**src/rtl/multicycle_controller_if.sv**
```systemverilog
// Control bus between the multi-cycle MIPS controller and its datapath.
// The controller side is master: it reads the IR fields and the memory handshake and drives every enable and select.
interface multicycle_controller_if;
    logic [5:0] opcode;
    logic [5:0] funct;
    logic       mem_ready;
    logic       pc_write;
    logic       pc_write_cond;
    logic       branch_ne;
    logic [1:0] pc_source;
    logic       iord;
    logic       mem_read;
    logic       mem_write;
    logic       ir_write;
    logic       reg_write;
    logic [1:0] reg_dst;
    logic [1:0] mem_to_reg;
    logic [1:0] alu_src_a;
    logic [1:0] alu_src_b;
    logic [1:0] alu_op;
    logic       ext_op;
    logic       lu_op;

    modport master (
        input  opcode, funct, mem_ready,
        output pc_write, pc_write_cond, branch_ne, pc_source, iord,
               mem_read, mem_write, ir_write, reg_write, reg_dst,
               mem_to_reg, alu_src_a, alu_src_b, alu_op, ext_op, lu_op
    );

    modport slave (
        output opcode, funct, mem_ready,
        input  pc_write, pc_write_cond, branch_ne, pc_source, iord,
               mem_read, mem_write, ir_write, reg_write, reg_dst,
               mem_to_reg, alu_src_a, alu_src_b, alu_op, ext_op, lu_op
    );
endinterface

```
**src/rtl/multicycle_controller.sv**
```systemverilog
// Main control FSM of the multi-cycle MIPS datapath, with memory-ready stalls,
// a sticky illegal-instruction flag and a retired-instruction counter.
//  state    | meaning
//  INIT     | post-reset idle cycle, all outputs 0
//  FETCH    | read instruction at PC, PC <= PC+4 when memory is ready
//  DECODE   | dispatch on opcode/funct, precompute branch target
//  MEM_ADDR | compute lw/sw effective address
//  MEM_RD   | data read, waits for mem_ready
//  MEM_WB   | MDR to rt
//  MEM_WR   | data write, waits for mem_ready
//  R_EXEC   | R-type ALU operation
//  R_WB     | ALUOut to rd
//  I_EXEC   | I-type ALU operation
//  I_WB     | ALUOut to rt
//  BRANCH   | beq/bne compare and conditional PC load
//  JUMP     | j/jal
//  JREG     | jr/jalr
module multicycle_controller (
    input  logic                           clk,
    input  logic                           reset,
    multicycle_controller_if.master        bus,
    output logic                           illegal,
    output logic [3:0]                     state_dbg,
    output logic [31:0]                    retired
);
    typedef enum logic [3:0] {
        S_INIT = 4'd0, S_FETCH = 4'd1, S_DECODE = 4'd2, S_MEM_ADDR = 4'd3,
        S_MEM_RD = 4'd4, S_MEM_WB = 4'd5, S_MEM_WR = 4'd6, S_R_EXEC = 4'd7,
        S_R_WB = 4'd8, S_I_EXEC = 4'd9, S_I_WB = 4'd10, S_BRANCH = 4'd11,
        S_JUMP = 4'd12, S_JREG = 4'd13
    } state_t;

    state_t state, next_state;
    logic   retire, set_illegal;

    always_ff @(posedge clk or posedge reset) begin
        if (reset) begin
            state   <= S_INIT;
            retired <= 32'd0;
            illegal <= 1'b0;
        end else begin
            state <= next_state;
            if (retire)
                retired <= retired + 32'd1;
            if (set_illegal)
                illegal <= 1'b1;
        end
    end

    assign state_dbg = state;

    always_comb begin
        next_state        = state;
        retire            = 1'b0;
        set_illegal       = 1'b0;
        bus.pc_write      = 1'b0;
        bus.pc_write_cond = 1'b0;
        bus.branch_ne     = 1'b0;
        bus.pc_source     = 2'b00;
        bus.iord          = 1'b0;
        bus.mem_read      = 1'b0;
        bus.mem_write     = 1'b0;
        bus.ir_write      = 1'b0;
        bus.reg_write     = 1'b0;
        bus.reg_dst       = 2'b00;
        bus.mem_to_reg    = 2'b00;
        bus.alu_src_a     = 2'b00;
        bus.alu_src_b     = 2'b00;
        bus.alu_op        = 2'b00;
        bus.ext_op        = 1'b0;
        bus.lu_op         = 1'b0;
        case (state)
            S_INIT: next_state = S_FETCH;
            S_FETCH: begin
                bus.mem_read  = 1'b1;
                bus.alu_src_b = 2'b01;
                bus.ir_write  = bus.mem_ready;
                bus.pc_write  = bus.mem_ready;
                if (bus.mem_ready)
                    next_state = S_DECODE;
            end
            S_DECODE: begin
                bus.alu_src_b = 2'b11;
                bus.ext_op    = 1'b1;
                case (bus.opcode)
                    6'h23, 6'h2b: next_state = S_MEM_ADDR;
                    6'h00: next_state = (bus.funct == 6'h08 || bus.funct == 6'h09) ? S_JREG : S_R_EXEC;
                    6'h08, 6'h09, 6'h0a, 6'h0b,
                    6'h0c, 6'h0d, 6'h0f: next_state = S_I_EXEC;
                    6'h04, 6'h05: next_state = S_BRANCH;
                    6'h02, 6'h03: next_state = S_JUMP;
                    default: begin
                        set_illegal = 1'b1;
                        next_state  = S_FETCH;
                    end
                endcase
            end
            S_MEM_ADDR: begin
                bus.alu_src_a = 2'b01;
                bus.alu_src_b = 2'b10;
                bus.ext_op    = 1'b1;
                next_state    = (bus.opcode == 6'h2b) ? S_MEM_WR : S_MEM_RD;
            end
            S_MEM_RD: begin
                bus.mem_read = 1'b1;
                bus.iord     = 1'b1;
                if (bus.mem_ready)
                    next_state = S_MEM_WB;
            end
            S_MEM_WB: begin
                bus.reg_write  = 1'b1;
                bus.mem_to_reg = 2'b01;
                retire         = 1'b1;
                next_state     = S_FETCH;
            end
            S_MEM_WR: begin
                bus.mem_write = 1'b1;
                bus.iord      = 1'b1;
                if (bus.mem_ready) begin
                    retire     = 1'b1;
                    next_state = S_FETCH;
                end
            end
            S_R_EXEC: begin
                // shifts take shamt on port A instead of rs
                bus.alu_src_a = (bus.funct == 6'h00 || bus.funct == 6'h02 ||
                                 bus.funct == 6'h03) ? 2'b10 : 2'b01;
                bus.alu_op    = 2'b10;
                next_state    = S_R_WB;
            end
            S_R_WB: begin
                bus.reg_write = 1'b1;
                bus.reg_dst   = 2'b01;
                retire        = 1'b1;
                next_state    = S_FETCH;
            end
            S_I_EXEC: begin
                bus.alu_src_a = 2'b01;
                bus.alu_src_b = 2'b10;
                bus.alu_op    = 2'b11;
                bus.ext_op    = !(bus.opcode == 6'h0c || bus.opcode == 6'h0d);
                bus.lu_op     = (bus.opcode == 6'h0f);
                next_state    = S_I_WB;
            end
            S_I_WB: begin
                bus.reg_write = 1'b1;
                retire        = 1'b1;
                next_state    = S_FETCH;
            end
            S_BRANCH: begin
                bus.alu_src_a     = 2'b01;
                bus.alu_op        = 2'b01;
                bus.pc_write_cond = 1'b1;
                bus.pc_source     = 2'b01;
                bus.branch_ne     = (bus.opcode == 6'h05);
                retire            = 1'b1;
                next_state        = S_FETCH;
            end
            S_JUMP: begin
                bus.pc_write  = 1'b1;
                bus.pc_source = 2'b10;
                if (bus.opcode == 6'h03) begin
                    bus.reg_write  = 1'b1;
                    bus.reg_dst    = 2'b10;
                    bus.mem_to_reg = 2'b10;
                end
                retire     = 1'b1;
                next_state = S_FETCH;
            end
            S_JREG: begin
                bus.pc_write  = 1'b1;
                bus.pc_source = 2'b11;
                if (bus.funct == 6'h09) begin
                    bus.reg_write  = 1'b1;
                    bus.reg_dst    = 2'b01;
                    bus.mem_to_reg = 2'b10;
                end
                retire     = 1'b1;
                next_state = S_FETCH;
            end
            default: next_state = S_INIT;
        endcase
    end
endmodule
```
**src/flat_wrapper.sv**
```systemverilog
// flat-port wrapper written by rule: the top's interface ports become plain ports
module multicycle_controller_flat 
  (clk, reset, illegal, state_dbg, retired, bus_opcode, bus_funct, bus_mem_ready, bus_pc_write, bus_pc_write_cond, bus_branch_ne, bus_pc_source, bus_iord, bus_mem_read, bus_mem_write, bus_ir_write, bus_reg_write, bus_reg_dst, bus_mem_to_reg, bus_alu_src_a, bus_alu_src_b, bus_alu_op, bus_ext_op, bus_lu_op);
  multicycle_controller_if bus_i ();
  input  logic clk;
  input  logic reset;
  output logic illegal;
  output logic [3:0] state_dbg;
  output logic [31:0] retired;
  input wire logic [$bits(bus_i.opcode)-1:0] bus_opcode;
  input wire logic [$bits(bus_i.funct)-1:0] bus_funct;
  input wire logic [$bits(bus_i.mem_ready)-1:0] bus_mem_ready;
  output wire logic [$bits(bus_i.pc_write)-1:0] bus_pc_write;
  output wire logic [$bits(bus_i.pc_write_cond)-1:0] bus_pc_write_cond;
  output wire logic [$bits(bus_i.branch_ne)-1:0] bus_branch_ne;
  output wire logic [$bits(bus_i.pc_source)-1:0] bus_pc_source;
  output wire logic [$bits(bus_i.iord)-1:0] bus_iord;
  output wire logic [$bits(bus_i.mem_read)-1:0] bus_mem_read;
  output wire logic [$bits(bus_i.mem_write)-1:0] bus_mem_write;
  output wire logic [$bits(bus_i.ir_write)-1:0] bus_ir_write;
  output wire logic [$bits(bus_i.reg_write)-1:0] bus_reg_write;
  output wire logic [$bits(bus_i.reg_dst)-1:0] bus_reg_dst;
  output wire logic [$bits(bus_i.mem_to_reg)-1:0] bus_mem_to_reg;
  output wire logic [$bits(bus_i.alu_src_a)-1:0] bus_alu_src_a;
  output wire logic [$bits(bus_i.alu_src_b)-1:0] bus_alu_src_b;
  output wire logic [$bits(bus_i.alu_op)-1:0] bus_alu_op;
  output wire logic [$bits(bus_i.ext_op)-1:0] bus_ext_op;
  output wire logic [$bits(bus_i.lu_op)-1:0] bus_lu_op;
  assign bus_i.opcode = bus_opcode;
  assign bus_i.funct = bus_funct;
  assign bus_i.mem_ready = bus_mem_ready;
  assign bus_pc_write = bus_i.pc_write;
  assign bus_pc_write_cond = bus_i.pc_write_cond;
  assign bus_branch_ne = bus_i.branch_ne;
  assign bus_pc_source = bus_i.pc_source;
  assign bus_iord = bus_i.iord;
  assign bus_mem_read = bus_i.mem_read;
  assign bus_mem_write = bus_i.mem_write;
  assign bus_ir_write = bus_i.ir_write;
  assign bus_reg_write = bus_i.reg_write;
  assign bus_reg_dst = bus_i.reg_dst;
  assign bus_mem_to_reg = bus_i.mem_to_reg;
  assign bus_alu_src_a = bus_i.alu_src_a;
  assign bus_alu_src_b = bus_i.alu_src_b;
  assign bus_alu_op = bus_i.alu_op;
  assign bus_ext_op = bus_i.ext_op;
  assign bus_lu_op = bus_i.lu_op;
  multicycle_controller u_core (.clk(clk), .reset(reset), .bus(bus_i), .illegal(illegal), .state_dbg(state_dbg), .retired(retired));
endmodule
```
**config.mk**
```make
export PLATFORM = sky130hd
export DESIGN_NAME = multicycle_controller_flat
export DESIGN_NICKNAME = d
export VERILOG_FILES = /design/src/rtl/multicycle_controller_if.sv /design/src/rtl/multicycle_controller.sv /design/src/flat_wrapper.sv
export SDC_FILE = /design/constraint.sdc
export NUM_CORES = 1
export LEC_CHECK = 0
export BUFFER_PORTS_ARGS = -buffer_cell sky130_fd_sc_hd__buf_2
export CAP_MARGIN = 0
export CORE_ASPECT_RATIO = 1.2
export CORE_MARGIN = 1.5
export CORE_UTILIZATION = 51
export CTS_CLUSTER_SIZE = 30
export DETAILED_ROUTE_END_ITERATION = 16
export MAX_ROUTING_LAYER = met4
export PLACE_DENSITY = 0.8
export RECOVER_POWER = 50
export SYNTH_ARGS = -nofsm -noshare
export SYNTH_HDL_FRONTEND = slang
export SYNTH_SLANG_ARGS = --single-unit
```
**constraint.sdc**
```tcl
create_clock -name clk -period 2.5 [get_ports clk]
set_clock_uncertainty 0.15 [all_clocks]
set_input_delay 0.25 -clock clk [delete_from_list [all_inputs] [get_ports clk]]
set_output_delay 0.25 -clock clk [all_outputs]
set_load 0.05 [all_outputs]
```
==> impl_metrics.toml, run 1 <==
[run_status]
status = "complete, no violations"

[grt]
grt_pass1_wl_um = 8038
first_global_vias = 1852
antenna_found_initial = 0
grt_util_all_layers_pct = 21.90
grt_overflow = 0
grt_max_degree = 38

[sta]
slew_headroom_pct = 41.23
rsz0062_at_grt = "no"
worstMarginPinSlew_ns = 0.8815
finalHoldViolCount = 0
slew_viol_final = 0
setup_tns_ns = 0
max_freq_mhz = 426.7
period_share_pct = 93.75
fin_crit_ns = 2.344
setup_viol_count_final = 0

[placed_design]
gp_congestion = 0.8412
io_buffers = 73
hpwl_um = 3651

[cts]
clockBufferDepth = 2
postCtsSetupBuffers = 0
numCtsBuffers = 5
cts_tree = "yes"
cts_resized = 0
clockRootBuffer = "clkbuf_8"
worst_skew_pair.late_latency_ns = 0.29
path_clk_slew_ns = 0.07
cts.htree.levels = 2
clock_sinks = 37

[yosys]
ys_types = 51
synthXorXnorAreaFrac_pct = 12.98
syn_inst = 230
synth_most_common_cell = "dfrtp_1"
syn_nets = 246
synthAdderAreaFrac_pct = 0.5621
avgSynthCellArea_um2 = 9.678
synth_top_area_cell = "dfrtp_1"
synth-edff-count = 0
seq_area_frac_synth_pct = 41.60
synthSimpleGateAreaFrac_pct = 26.03
synth.cell_area_um2 = 2226
yosys_warnings = 0
synth_top_family_by_area = "simple AND/OR/NAND/NOR gates"
synth_commonest_cells = "dfrtp_1, xnor2_1, nand2_1"
ys_seq_elements = 37
synth_ff_type = "dfrtp_1"
synth_area_leaders = "dfrtp_1, xnor2_1, nand3_1"
muxShareOfSynthArea_pct = 1.012
synth_compound_area_share_pct = 15.35
async_reset_ff_share_pct = 100.0
synth.top_cell.area_share_pct = 41.60

[worst_setup_path]
cp_slowest_stage_delay_ns = 0.49
worstSetupStartpointType = "flip-flop"
r2r_start = "u_core.retired[2]"
endpoint = "bus_reg_write"
crit_fanout = 12
critPathKind = "flip-flop to primary output"
cp_slowest_cell = "dfrtp_1"
worstSetupEndpointType = "primary output"
cp-startpoint = "u_core.state_dbg[0]"
worstPathRequired_ns = 2.10
worstPathArrival_ns = 1.94
reg2reg_slack_ns = 0.54
worstPathCellList = "and2b_2 > and4_1 > o21a_1 > a211o_1 > buf_2"
worstReg2RegEnd = "u_core.retired[28]"
worstRegToRegCells = 5

[routing]
drcViolationCount = 0
dr.first_iter.drc_count = 97
wl_met2_um = 2461
wl_per_cell_um = 13.39
wl_met1_um = 2171
firstDrtPassIters = 4
vias_per_cell = 5.481
dr_total_vias = 2006
ant_nets = 0
wl_met3_um = 209
highest_layer = "met4"
wirelength_um = 4902

[floorplan]
core_um2 = 4229
ioPinCount = 74
start_util_pct = 52.63
row_count = 26
chipHeight_um = 75.37
fp.dieW_um = 63.31
dieArea_um2 = 4772

[min_path]
holdCritStartpoint = "bus_opcode[4]"
hold_path.class = "primary input to flip-flop"

[final_layout]
antenna_cells = 0
drive_above_1_share_pct = 25.81
layout.nets = 325
area.growth.synth_to_final_pct = 25.35

[flow_run]
max_cap_viol_count = 0

[power]
power_density_nw_per_um2 = 1027
total_power_w = 0.002866
ir_worst_vdd_mv = 0.8405
p_leak_nw = 1.211
## cell usage in the layout (no fill, tap or decap), types with 2 or more instances in the layout
cell type  instances
nand4_1            9
nor3_2             3
nor2b_1            6
clkbuf_1          30
or3_1              2
buf_2             44
and4_1             6
mux2_2             2
o211ai_2           2
nand2_1           19
and2_1             4
o21ai_0            4
dfrtp_1           36
a21oi_1            6
o211ai_1           3
a211oi_4           2
o21bai_1           3
or2_2              2
buf_4              6
xnor2_1           28
nand2b_1           4
a21oi_2            3
and3_1             7
xor2_1             5
a221oi_1           2
inv_1              5
nor3_1             3
nor2_1            15
nand3_1           15
clkbuf_8           6
## routing by layer
layer  vias up  global-route usage (%)
met5         -                       -
met4         0                   7.729
met3         7                   4.284
met2        61                   36.52
met1       949                   27.08
li1        989                       -
## state kept, by name, indices dropped and copies added, names as in the netlist
| name | cells |
|---|---|
| u_core.retired | 32 |
| u_core.illegal | 1 |
| u_core.state_dbg | 4 |
## logic make-up (layout without fill, tap and decap cells)
family / Yosys count / count (layout)
buf+inv: 14 / 94
compound gates: 39 / 39
flops: 37 / 37
simple gates: 104 / 104
mux: 2 / 2
xor+xnor: 33 / 33
fa+ha+maj: 1 / 1
## power breakdown
part	switching, W	total, W	internal, W
logic	0.00111	0.00152	0.000416
registers	0.000133	0.000814	0.000681
clock network	0.000204	0.000529	0.000325
## final cells by class
type                            instances  area, um^2
Fill cell                             381        1439
Multi-Input combinational cell        179        1269
Sequential cell                        37       927.1
Timing Repair Buffer                   81       389.1
Clock buffer                            7       86.33
Tap cell                               56       70.07
Clock inverter                          1       30.03
Inverter                                5       18.77
## how the worst min path moves through the flow
stage / endpoint / cells after the start
5_1_grt: u_core.illegal / 3
2_1_floorplan: u_core.illegal / 1
3_5_place_dp: u_core.retired[24] / 3
3_3_place_gp: u_core.retired[24] / 3
6_report: u_core.illegal / 3
4_1_cts: u_core.illegal / 3
## worst max-delay path, delay by kind of cell, from the launching register on
kind | cells | cell delay [ns]
simple gates | 2 | 0.55
flops | 1 | 0.49
compound gates | 2 | 0.42
buf+inv | 1 | 0.21
## stage by stage
stage               std cells  setup WS, ns  utilization [%]  area (um^2)  hold WS [ns]
global placement          357        0.3370            63.91         2703        0.2216
detailed placement        357        0.3032            63.91         2703        0.2339
CTS                       366        0.1468            66.89         2829        0.1552
floorplan                 230       -0.2405                -         2251        0.2794
finish                    366        0.1562            65.98         2790        0.1652
global route              366       0.07946            65.98         2790        0.1773
## timing repair
item | in CTS | in global routing
setup endpoints to repair | 0 | 0
endpoints found under the hold margin | 37 | 0
hold buffers | 1 | 0
(Power assumes the default switching activity.)
==> inputs of run 2 (changes only) <==
--- a/config.mk
+++ b/config.mk
@@ -5,15 +5,16 @@
 export SDC_FILE = /design/constraint.sdc
 export NUM_CORES = 1
 export LEC_CHECK = 0
+export ABC_AREA = 1
 export BUFFER_PORTS_ARGS = -buffer_cell sky130_fd_sc_hd__buf_2
 export CAP_MARGIN = 0
 export CORE_ASPECT_RATIO = 1.2
 export CORE_MARGIN = 1.5
-export CORE_UTILIZATION = 51
+export CORE_UTILIZATION = 43
 export CTS_CLUSTER_SIZE = 30
 export DETAILED_ROUTE_END_ITERATION = 16
 export MAX_ROUTING_LAYER = met4
-export PLACE_DENSITY = 0.8
+export PLACE_DENSITY = 0.67
 export RECOVER_POWER = 50
 export SYNTH_ARGS = -nofsm -noshare
 export SYNTH_HDL_FRONTEND = slang
==> run 2 against run 1 <==
Net effect:
- largest power group unchanged
- critical path depth up 1
- worst setup slack better by 0.13 ns
- highest routed layer unchanged
- critical path type unchanged
- clock power down 19%
==> impl_metrics.toml, run 2 <==
[yosys]
avgSynthCellArea_um2 = 6.027
synth.cell_area_um2 = 2700
synth_ff_type = "dfrtp_1"
syn_nets = 464
synth.top_cell.area_share_pct = 34.29
synth_compound_area_share_pct = 2.919
ys_seq_elements = 37
async_reset_ff_share_pct = 100.0
synth_top_area_cell = "dfrtp_1"
synth_area_leaders = "dfrtp_1, nand2_1, nor2_1"
synth_commonest_cells = "nand2_1, nor2_1, inv_1"
synthXorXnorAreaFrac_pct = 4.866
seq_area_frac_synth_pct = 34.29
syn_inst = 448
synthAdderAreaFrac_pct = 0.4634
synth_top_family_by_area = "simple AND/OR/NAND/NOR gates"
synth-edff-count = 0
synth_most_common_cell = "nand2_1"
yosys_warnings = 0
synthSimpleGateAreaFrac_pct = 49.17
muxShareOfSynthArea_pct = 0
ys_types = 23

[worst_setup_path]
crit_family = "simple AND/OR/NAND/NOR gates"
worstPathRequired_ns = 2.10
cp_slowest_stage_delay_ns = 0.44
worstPathCellList = "nor2_1 > inv_1 > nor2_1 > o21ai_0 > nand2_1 > buf_2"
worstSetupEndpointType = "primary output"
crit_fanout = 6
critPathMostFrequentCell = "nor2_1"
worstSetupStartpointType = "flip-flop"
cp_slowest_cell = "dfrtp_2"
worstPathArrival_ns = 1.81
cp_num_buf_inv = 2
critPathKind = "flip-flop to primary output"

[cts]
clock_sinks = 37
numCtsBuffers = 5
clockBufferDepth = 2
path_clk_slew_ns = 0.08
clockRootBuffer = "clkbuf_8"
cts_resized = 0
cts_hold_buffers = 1
cts_tree = "yes"
worst_skew_pair.late_latency_ns = 0.29
cts.htree.levels = 2
postCtsSetupBuffers = 0

[run_status]
status = "complete, no violations"

[final_layout]
antenna_cells = 0
largest_reg_flops = 32
final_cell_mix = "nand2_1, nor2_1, inv_1"
final_common_cell = "nand2_1"
layout.nets = 541
fill_cells = 651
drive_above_1_share_pct = 12.57
area.growth.synth_to_final_pct = 19.93
largest_register = "u_core.retired"

[grt]
grt_max_degree = 38
first_global_vias = 2975
grt_overflow = 0
grt_pass1_wl_um = 13370
grt_util_all_layers_pct = 25.65
antenna_found_initial = 0

[routing]
vias_per_cell = 4.886
firstDrtPassIters = 4
dr_total_vias = 2966
drcViolationCount = 0
wl_per_cell_um = 12.68
ant_nets = 0
dr.first_iter.drc_count = 150
wirelength_um = 7696

[placed_design]
dp_slack_ns = 0.4984
io_buffers = 73
hpwl_um = 6119
gp_congestion = 0.9958

[floorplan]
dieArea_um2 = 6765
fp.dieW_um = 75.34
start_util_pct = 44.62
ioPinCount = 74
core_um2 = 6051
chipHeight_um = 89.81
row_count = 31

[power]
ir_worst_vdd_mv = 0.7882
p_leak_nw = 1.606
power_density_nw_per_um2 = 761.4

[sta]
finalHoldViolCount = 0
hold_slack_ns = 0.03611
setup_ws_ns = 0.2871
period_share_pct = 88.51
rsz0062_at_grt = "no"
setup_tns_ns = 0
setup_viol_count_final = 0
max_freq_mhz = 451.9
worstMarginPinSlew_ns = 0.8902
slew_headroom_pct = 40.65
slew_viol_final = 0
fin_crit_ns = 2.213

[min_path]
hold_path.class = "primary input to flip-flop"

[flow_run]
max_cap_viol_count = 0
==> run 2: cell types whose count changed after synthesis, moves of 5 or more <==
| cell | change |
|---|---|
| clkbuf_1 | -5 |
| nor2b_1 | -6 |
| xnor2_1 | -18 |
| and4_1 | -6 |
| o21ai_0 | +5 |
| inv_1 | +43 |
| and3_1 | -7 |
| nand3_1 | +16 |
| nand2_1 | +173 |
| nor2_1 | +67 |
==> run 2: per-stage QoR <==
| stage | instance area (um^2) | util [%] | power [W] | instances |
|---|---|---|---|---|
| floorplan | 2741 | - | 0.001784 | 448 |
| finish | 3238 | 53.52 | 0.002465 | 607 |
| global placement | 3181 | 52.56 | 0.002048 | 599 |
| global route | 3238 | 53.52 | 0.002616 | 607 |
| detailed placement | 3181 | 52.56 | 0.002052 | 599 |
| CTS | 3277 | 54.16 | 0.002484 | 607 |
==> run 2: final timing paths <==
kind / from / to / slack [ns] / depth (start not counted)
worst max-delay path: u_core.state_dbg[2] / bus_ext_op / 0.29 / 6
worst min-delay path: bus_mem_ready / u_core.state_dbg[0] / 0.04 / 2
worst max register to register: u_core.state_dbg[1] / u_core.retired[23] / 0.46 / 8
worst min register to register: u_core.illegal / u_core.illegal / 0.32 / 2
max in group asynchronous: reset / u_core.state_dbg[2] / 0.96 / 4
min in group asynchronous: reset / u_core.retired[19] / 0.62 / 4
==> run 2: logic make-up after synthesis <==
logic type / count (synthesis)
AOI/OAI and AO/OA: 15
adders and majority gates: 1
buffers and inverters: 55
xor gates and xnor gates: 15
and+or+nand+nor: 325
DFF: 37
==> run 2: layout make-up <==
| cell class | count | area (um^2) | area share (%) |
|---|---|---|---|
| Multi-Input combinational cell | 356 | 1589 | 49.07 |
| Clock buffer | 7 | 86.33 | 2.666 |
| Inverter | 50 | 187.7 | 5.796 |
| Timing Repair Buffer | 75 | 344.1 | 10.63 |
| Tap cell | 82 | 102.6 | 3.168 |
| Sequential cell | 37 | 928.4 | 28.67 |
==> run 2: report_power, final <==
group	switching [W]	total [W]	internal (W)
registers	0.000106	0.000767	0.000661
logic	0.00102	0.00127	0.000248
clock network	0.000211	0.000430	0.000219
==> run 2: per-layer routing <==
layer,global-route usage [%],routed length [um]
met1,28.26,3077
met2,45.32,4055
met3,3.027,291
met4,10.12,272
met5,-,0
==> inputs of run 3 (changes only) <==
--- a/config.mk
+++ b/config.mk
@@ -16,6 +16,7 @@
 export MAX_ROUTING_LAYER = met4
 export PLACE_DENSITY = 0.67
 export RECOVER_POWER = 50
+export SETUP_SLACK_MARGIN = 0.5
 export SYNTH_ARGS = -nofsm -noshare
 export SYNTH_HDL_FRONTEND = slang
 export SYNTH_SLANG_ARGS = --single-unit
==> run 3 against run 2 <==
Net effect:
- hold slack lost 0.0083 ns
- non-clock buffer count grew 9
- fmax grew 12%
- wire length grew 1.7%
- global-route usage shrank 0.67 points
- cell count grew 1.6%
- sequential share of layout area shrank 2.2 points
- design area grew 8.7%
- core utilization grew 4.7 points
- clock-buffer cell count shrank 1
==> impl_metrics.toml, run 3 (synthesis results as in run 2) <==
[sta]
period_share_pct = 79.01
setup_tns_ns = 0
worstMarginPinSlew_ns = 0.9311
finalHoldViolCount = 0
setup_viol_count_final = 0
max_freq_mhz = 506.3
setup_ws_ns = 0.5248
slew_headroom_pct = 37.93
slew_viol_final = 0
rsz0062_at_grt = "yes"
fin_crit_ns = 1.975

[final_layout]
drive_above_1_share_pct = 19.81
antenna_cells = 0
seq_area_um2 = 930.9
area.growth.synth_to_final_pct = 30.40
final_cell_mix = "nand2_1, nor2_1, inv_1"
layout.nets = 550
largest_register = "u_core.retired"
fill_cells = 635
multi_input_area_um2 = 1724
final_common_cell = "nand2_1"
largest_reg_flops = 32

[routing]
wirelength_um = 7824
wl_per_cell_um = 12.68
ant_nets = 0
firstDrtPassIters = 4
drcViolationCount = 0
dr.first_iter.drc_count = 108
vias_per_cell = 4.982
dr_total_vias = 3074

[cts]
worst_skew_pair.late_latency_ns = 0.29
clockRootBuffer = "clkbuf_8"
path_clk_slew_ns = 0.07
clock_sinks = 37
cts.htree.levels = 2
clockBufferDepth = 2
numCtsBuffers = 5
cts_tree = "yes"

[placed_design]
dp_slack_ns = 0.5335
io_buffers = 73
hpwl_um = 6094
gp_congestion = 0.9475

[grt]
grt_util_all_layers_pct = 24.98
grt_max_degree = 38
antenna_found_initial = 0
grt_pass1_wl_um = 12980
first_global_vias = 2920
grt_overflow = 0

[floorplan]
chipHeight_um = 89.81
core_um2 = 6051
ioPinCount = 74
fp.dieW_um = 75.34
start_util_pct = 44.62
row_count = 31
dieArea_um2 = 6765

[power]
pwr-share-seq_pct = 28.2
p_sw_w = 0.001449
p_comb_share_pct = 56.8
power_density_nw_per_um2 = 772.9
ir_worst_vdd_mv = 0.6796
switching_share_pct = 53.23
p_leak_nw = 1.697
p_int_w = 0.001273
power_frac_clock_pct = 15.0

[run_status]
status = "complete, no violations"

[worst_setup_path]
worstSetupStartpointType = "flip-flop"
crit_fanout = 6
critPathKind = "flip-flop to primary output"
worstSetupEndpointType = "primary output"
worstPathArrival_ns = 1.58
worstPathRequired_ns = 2.10

[min_path]
hold_path.class = "primary input to flip-flop"

[flow_run]
max_cap_viol_count = 0
-- run 3: repair_timing --
| item | CTS | global route |
|---|---|---|
| setup buffers | 7 | 1 |
| hold buffers | 1 | 0 |
| pin swaps | 4 | 6 |
| gates resized for setup | 19 | 33 |
| endpoints found under the hold margin | 37 | 0 |
| setup endpoints to repair | 15 | 31 |
-- run 3: power groups by stage --
stage          clock network, W  registers (W)  logic [W]
6_report               0.000409       0.000767    0.00155
5_1_grt                0.000449       0.000781    0.00165
4_1_cts                0.000421       0.000753    0.00147
3_5_place_dp                  0       0.000785    0.00133
3_3_place_gp                  0       0.000779    0.00133
2_1_floorplan                 0       0.000952   0.000893
-- run 3: cell type report --
class / count / area share (%)
multi-input combinational: 356 / 48.97
sequential: 37 / 26.44
timing repair buffer: 84 / 13.65
inverter: 50 / 5.686
tap: 82 / 2.914
clock buffer: 6 / 2.061
clock inverter: 2 / 0.2843
-- run 3: critical path, stage by stage (launching register included) --
cell and delay (ns):
dfrtp_2 0.46, nand2_4 0.09, nor2_4 0.13, nand4_1 0.13, nor2_4 0.20, nor2_4 0.07
nand2_4 0.07, buf_8 0.13
-- run 3: path summary, 6_finish.rpt --
kind | from | end | slack (ns) | cells past startpoint
max in group asynchronous | reset | u_core.state_dbg[2] | 0.91 | 4
hold / removal | bus_mem_ready | u_core.state_dbg[0] | 0.03 | 2
setup / recovery | u_core.state_dbg[2] | bus_reg_write | 0.52 | 7
hold reg to reg | u_core.illegal | u_core.illegal | 0.32 | 2
min in group asynchronous | reset | u_core.retired[17] | 0.64 | 4
setup reg to reg | u_core.state_dbg[2] | u_core.retired[13] | 0.63 | 8
-- run 3: per-stage QoR --
stage | cells | hold WS [ns] | util [%] | instance area (um^2) | power [W]
2_1_floorplan | 448 | 0.2072 | - | 2819 | 0.001845
3_3_place_gp | 600 | 0.2323 | 53.93 | 3263 | 0.002113
3_5_place_dp | 600 | 0.2469 | 53.93 | 3263 | 0.002118
4_1_cts | 616 | 0.02748 | 57.22 | 3462 | 0.002642
5_1_grt | 617 | 0.03482 | 58.19 | 3521 | 0.002878
6_report | 617 | 0.02777 | 58.19 | 3521 | 0.002721
-- run 3: routing by layer --
| layer | part of all wire, % | vias to the layer above | track usage [%] |
|---|---|---|---|
| li1 | - | 1543 | - |
| met3 | 4.2 | 27 | 3.587 |
| met5 | 0 | - | - |
| met4 | 3.9 | 0 | 11.31 |
| met2 | 52 | 97 | 43.20 |
| met1 | 39 | 1407 | 27.34 |
